### src/rtl/mux4_rr_arbiter.sv
// Round-robin arbiter/sequencer for a shared 4:1 mux with a registered valid/ready output stage.
// Optional multi-beat bursts per grant are enabled by defining MUX_ARB_BURST_EN.
module mux4_rr_arbiter #(
  parameter int MAX_BURST = 4,
  parameter int BURST_W   = 3
) (
  input  logic       clk,
  input  logic       rst_n,
  input  logic [3:0] req,
  input  logic [3:0] din,
  input  logic       out_ready,
  output logic [3:0] gnt,
  output logic [1:0] sel,
  output logic [3:0] ack,
  output logic       y,
  output logic       out_valid
);

  // Output handshake: a beat moves downstream in any cycle where out_valid && out_ready;
  // y and out_valid hold steady while out_valid && !out_ready.

  typedef enum logic {IDLE = 1'b0, BUSY = 1'b1} state_t;

  state_t     state, state_n;
  logic [1:0] ptr, ptr_n, sel_n;
  logic [3:0] gnt_n, ack_n;
  logic       y_n, out_valid_n;
  logic       cap, last, pick_vld;
  logic [1:0] pick;

  if (MAX_BURST < 1 || (2 ** BURST_W) <= MAX_BURST) begin : g_bad_cfg
    $error("mux4_rr_arbiter: need MAX_BURST >= 1 and 2**BURST_W > MAX_BURST");
  end

  // Returns {found, index} of the first set request scanning from start upward, mod 4.
  function automatic logic [2:0] rr_pick(input logic [3:0] r, input logic [1:0] start);
    logic [2:0] res;
    logic [1:0] idx;
    res = {1'b0, start};
    for (int i = 3; i >= 0; i--) begin
      idx = start + 2'(i);
      if (r[idx]) res = {1'b1, idx};
    end
    return res;
  endfunction

  assign {pick_vld, pick} = rr_pick(req, ptr);
  assign cap = (state == BUSY) && req[sel] && (!out_valid || out_ready);

`ifdef MUX_ARB_BURST_EN
  localparam logic [BURST_W-1:0] LAST_BEAT = BURST_W'(MAX_BURST - 1);
  logic [BURST_W-1:0] beat_cnt, beat_cnt_n;

  assign last = (beat_cnt == LAST_BEAT);

  always_comb begin
    beat_cnt_n = beat_cnt;
    if (state == IDLE && pick_vld) beat_cnt_n = '0;
    else if (cap)                  beat_cnt_n = beat_cnt + 1'b1;
  end

  always_ff @(posedge clk or negedge rst_n) begin
    if (!rst_n) beat_cnt <= '0;
    else        beat_cnt <= beat_cnt_n;
  end
`else
  assign last = 1'b1;
`endif

  always_comb begin
    state_n     = state;
    gnt_n       = gnt;
    sel_n       = sel;
    ptr_n       = ptr;
    ack_n       = 4'b0000;
    y_n         = y;
    out_valid_n = out_valid;

    if (cap) begin
      y_n         = din[sel];
      out_valid_n = 1'b1;
      ack_n       = gnt;
    end else if (out_valid && out_ready) begin
      out_valid_n = 1'b0;
    end

    case (state)
      IDLE: begin
        if (pick_vld) begin
          state_n = BUSY;
          gnt_n   = 4'b0001 << pick;
          sel_n   = pick;
        end else begin
          gnt_n   = 4'b0000;
        end
      end
      BUSY: begin
        // sel is kept after release; only the pointer moves past it.
        if (!req[sel] || (cap && last)) begin
          state_n = IDLE;
          gnt_n   = 4'b0000;
          ptr_n   = sel + 2'd1;
        end
      end
      default: state_n = IDLE;
    endcase
  end

  always_ff @(posedge clk or negedge rst_n) begin
    if (!rst_n) begin
      state     <= IDLE;
      gnt       <= 4'b0000;
      sel       <= 2'd0;
      ptr       <= 2'd0;
      ack       <= 4'b0000;
      y         <= 1'b0;
      out_valid <= 1'b0;
    end else begin
      state     <= state_n;
      gnt       <= gnt_n;
      sel       <= sel_n;
      ptr       <= ptr_n;
      ack       <= ack_n;
      y         <= y_n;
      out_valid <= out_valid_n;
    end
  end

endmodule

### config.mk
export PLATFORM = sky130hd
export DESIGN_NAME = mux4_rr_arbiter
export DESIGN_NICKNAME = d
export VERILOG_FILES = /design/src/rtl/mux4_rr_arbiter.sv
export SDC_FILE = /design/constraint.sdc
export NUM_CORES = 1
export LEC_CHECK = 0
export BUFFER_PORTS_ARGS = -buffer_cell sky130_fd_sc_hd__buf_2
export CAP_MARGIN = 10
export CORE_AREA = 2 2 43 45
export CTS_CLUSTER_DIAMETER = 60
export DETAILED_ROUTE_END_ITERATION = 8
export DIE_AREA = 0 0 45 47
export GPL_TIMING_DRIVEN = 0
export PLACE_DENSITY_LB_ADDON = 0.08
export SETUP_SLACK_MARGIN = 0.5
export SYNTH_ARGS = -nofsm -noshare
export SYNTH_HDL_FRONTEND = slang
export SYNTH_SLANG_ARGS = --single-unit
### constraint.sdc
create_clock -name clk -period 1.7 [get_ports clk]
set_input_delay 0.17 -clock clk [delete_from_list [all_inputs] [get_ports clk]]
set_output_delay 0.17 -clock clk [all_outputs]
set_load 0.05 [all_outputs]
* Word-level counts from Yosys, hierarchy flattened
Cells that the tools add are included.
** Word-level totals
- Bits in registers :: 15
- Input bits :: 11
- Output and inout port bits :: 12
- Logic and storage cells :: 54
** Operators by class
- Add/sub/neg operators :: 4
- Order comparisons :: 5
- Eq/ne operators :: 1
- Shifts and indexed selects :: 1
- Muxes and demuxes :: 25
- Bitwise logic cells :: 1
- Reduce and logical (&&, ||, !) cells :: 10
** Operators by type and width (number)
- $lt A2 B3 Y1 const B :: 5
- $bmux W1 S2 :: 6
- $mux W3 :: 4
- $mux W4 :: 3
- $mux W1 :: 10
- $pmux W4 S2 :: 1
- $add A2 B1 Y2 const B :: 2
- $add A2 B2 Y2 const B :: 2
- $reduce_and A2 Y1 :: 2
- $shl A1 B2 Y4 const A :: 1
- $logic_and A1 B1 Y1 :: 3
- $logic_not A1 Y1 :: 2
- $logic_or A1 B1 Y1 :: 2
- $ne A2 B1 Y1 const B :: 1
- $pmux W1 S2 :: 1
- $reduce_bool A2 Y1 :: 1
- $not A1 Y1 :: 1

* Logic depth before layout (Yosys ltp)
- Depth in word-level cells :: 10
- Depth in mapped cells :: 4
- Depth with buffers taken out :: 4

* Worst setup path before layout
No wires, ideal clock.
- Path type :: reg2reg
- Start :: reg sel[0]
- End :: reg y
- Library setup time :: 0.125 ns
- Arrival time :: 1.774 ns
- Data required time :: 1.575 ns
- Path slack :: -0.199 ns
- Stages on the path, launching flop included :: 5
- Buffers on the path :: 0
- Clock period less this slack :: 1.899 ns
- Cell sequence :: dfrtp_1 -> mux4_2 -> nand2_4 -> nor2_4 -> mux2_4
** On the way
- Word-level cells in the longest chain between the ends :: 4
- Elaborated cells between the ends (all ways) :: 6
- Those cells by class :: mux: 4; reduce/logical: 2
** RTL lines
- start: declaration :: RTL line 13 : output logic [1:0] sel,
- start signal: assignment :: RTL line 121 : sel <= sel_n;
- $bmux W1 S2 :: RTL line 48 : assign cap = (state == BUSY) && req[sel] && (!out_valid || out_ready);
- $mux W1 (not written as such) :: RTL line 48
- $logic_and A1 B1 Y1 (2 in series) :: RTL line 48
- end signal: assignment :: RTL line 124 : y <= y_n;
- end: declaration :: RTL line 15 : output logic y,
Parallel ways exist; a longest one is shown, timed or not. The select of a mux whose other input is x is not followed.
A chain may end at the register's enable or synchronous reset.

* Worst setup path in the final report
Ends and elaborated chain as after synthesis.

==> impl_results.md <==
* Worst Hold Path EP: out_valid$_DFFE_PN0P_
* Crit path capture type: register
* Seq pwr share at 0.323
* Placed instance count at 101
* Period Utilization, post-route at 0.877
* Yosys top cell area share at 0.510
* Fin util at 0.572
* Final Skew at 0.00209 ns
* Initial antenna violation count at 0
* Worst Hold Depth at 3
* Relative slew slack at 0.679
* Iter 0 DRT Violations at 6
* Syn avg cell area at 11.9 µm²
* Critical path required time at 1.87 ns
* CTS tree: done
* Diode count at 0
* WL final at 1.40 mm
* Worst-Margin Slew at 0.481 ns
* Share of layout cells above drive strength 1 at 0.446
* Input/output buffers at 22
* Routability cong. at 0.743
* Reg2Reg Launch Point: sel[0]$_DFFE_PN0P_
* Final hold vios at 0
* Die Footprint at 0.00212 mm²
* Vias per cell at 5.45
* Worst-Skew Late Latency at 0.27 ns
* Top area cells in the synthesized netlist: dfrtp_1, mux4_1, mux4_2, a21oi_1, and2_1
* H-tree levels at 1
* I/O Pins at 23
* TritonCTS Buffers at 3
* Reg2reg path depth at 4
* Synth area leader: dfrtp_1
* Leakage power at 0.472 nW
* Largest net degree at the start of global routing at 16
* Worst setup SP type: register
* Slew Viols, Final at 0
* Global Route Usage Sum at 0.153
* EDFF count, synth at 0
* Internal at 0.966 mW
* Post-DRT Antenna Nets at 0
* Async set-or-reset flop fraction in the synthesized netlist at 1.00
* Num Clock Sinks at 15
* Post-route minimum period at 1.49 ns
* PD cells at 1950 mW/mm²
* Grt ovf at 0
* Crit Path Class: register to register
* Post-synthesis cell area at 736 µm²
* F_max at 671 MHz
* Clock share of power at 0.109
* Crit Path Max Fanout at 4
* Clock-pin slew on the worst setup and hold paths at 0.09 ns
* Min Hold Slack at 0.203 ns
* Combinational Power Share at 0.568
* Max rail drop VDD at 0.00111 V
* Top FF cell, synth: dfrtp_1
* Psw at 0.879 mW
* Die Wd at 45 µm
* CP arrival at 1.66 ns
* Vias in the first global route at 558
* Root buffer cell: clkbuf_4
* R2R Setup Slk at 0.21 ns
* Yosys warns at 0
* Synth Register Bits at 15
* Initial Util at 0.445
* WL per Instance at 12.8 µm
* Mapped Nets at 73
* RSZ-0062 raised after global routing: true
* Status: complete, no violations
* Hold Crit Class: input port to register
* Worst flop-to-flop path endpoint: y$_DFFE_PN0N_
* Core Area at 0.00165 mm²
* Nets at 104
* Syn-to-layout area delta at 28.4%
* Final HPWL DP at 1.01 mm
* Max cap viols at 0
* Global-route wire length before repair at 2.35 mm
* Worst min-delay path startpoint: out_ready
* Vias at 594
* Synth Instances at 62
* Setup violations, final at 0
* Clk buf depth at 2
* Final WS setup at 0.209 ns
* Seq/Total Area, Yosys at 0.510
* Sw frac at 0.476
* Row cnt at 15
* Pwr Total at 1.84 mW
* Die Span Y at 47 µm
* Drt pass-1 iters at 4
* Netlist cell types at 31
* DRC at 0
* Final non-filler cell total at 109
* Pre-CTS setup slack at 0.137 ns
-- cell families after synthesis --
family,after synthesis,share of synthesized area
buffers and inverters,3,0.0153
multiplexers,4,0.102
flip-flops,15,0.510
AND/OR/NAND/NOR,23,0.197
XOR/XNOR,1,0.0119
AO/OA/AOI/OAI,16,0.163
-- routing by layer --
layer	part of all wire	wire, µm	up-vias	GRT usage
met3	0.058	81	2	0.0423
li1	-	-	294	-
met2	0.49	683	17	0.257
met4	0.0043	6	0	0.0471
met1	0.45	626	281	0.194
met5	0	0	-	0
-- Yosys cell counts (all sizes together) (2+ instances only) --
cell and n:
dfrtp 15, nor2 6, a21oi 4, and2 3
inv 3, nand2 3, nor2b 3, nor3 3
o21ai 3, mux2 2, mux4 2
-- critical path: stages, from the launching register on --
cell and delay [ns]:
dfrtp_2 0.38, mux4_2 0.55, nand2_4 0.11, nor2_4 0.05
mux2_4 0.29
-- metrics by stage --
stage                     instance area (µm²)   TNS, ns
after floorplan                           737  -0.00265
final                                     945         0
after global routing                      945         0
after global placement                    868         0
after CTS                                 935         0
after detailed placement                  868         0
-- layout by cell type, fill, tap and decap left out, types with 2 or more instances in the layout --
master / count
clkbuf_4: 4
o21ai_0: 3
inv_1: 3
nor3_1: 3
and2_1: 3
a21oi_1: 4
nor2_1: 5
nand2_4: 2
dfrtp_1: 12
dfrtp_2: 3
buf_2: 20
nor2b_1: 3
buf_4: 3
-- how the worst max path moves through the flow --
stage	from	endpoint	slack, ns	depth (start not counted)
after floorplan	sel[0]$_DFFE_PN0P_	y$_DFFE_PN0N_	-0.003	4
after global placement	sel[0]$_DFFE_PN0P_	y$_DFFE_PN0N_	0.13	4
after detailed placement	sel[0]$_DFFE_PN0P_	y$_DFFE_PN0N_	0.14	4
after CTS	sel[0]$_DFFE_PN0P_	y$_DFFE_PN0N_	0.21	4
after global routing	sel[0]$_DFFE_PN0P_	y$_DFFE_PN0N_	0.17	4
final	sel[0]$_DFFE_PN0P_	y$_DFFE_PN0N_	0.21	4
-- layout make-up --
cell class,instances,area (µm²)
Sequential cell,15,379
Fill cell,160,707
Timing Repair Buffer,26,151
Tap cell,17,21.3
Clock inverter,1,5.00
Clock buffer,3,22.5
Multi-Input combinational cell,44,354
Inverter,3,11.3
-- state kept, by name, indices dropped and copies added, names as in the netlist --
register / count
ptr: 2
state: 1
out_valid: 1
gnt: 4
ack: 4
sel: 2
y: 1
-- what timing repair did --
item                                    4_1_cts  5_1_grt
endpoints found under the hold margin        15        0
gates resized for setup                       2        5
hold buffers                                  1        0
pin swaps                                     3        0
setup buffers                                 3        0
endpoints found under the setup margin       15       17
-- power by group through the flow --
stage	registers [mW]	logic [mW]	clock network, mW
6_report	0.595	1.05	0.201
2_1_floorplan	0.947	0.405	0
4_1_cts	0.589	1.04	0.208
3_3_place_gp	0.626	0.933	0
5_1_grt	0.614	1.14	0.229
3_5_place_dp	0.628	0.933	0
Power figures use the tool's default switching activity.
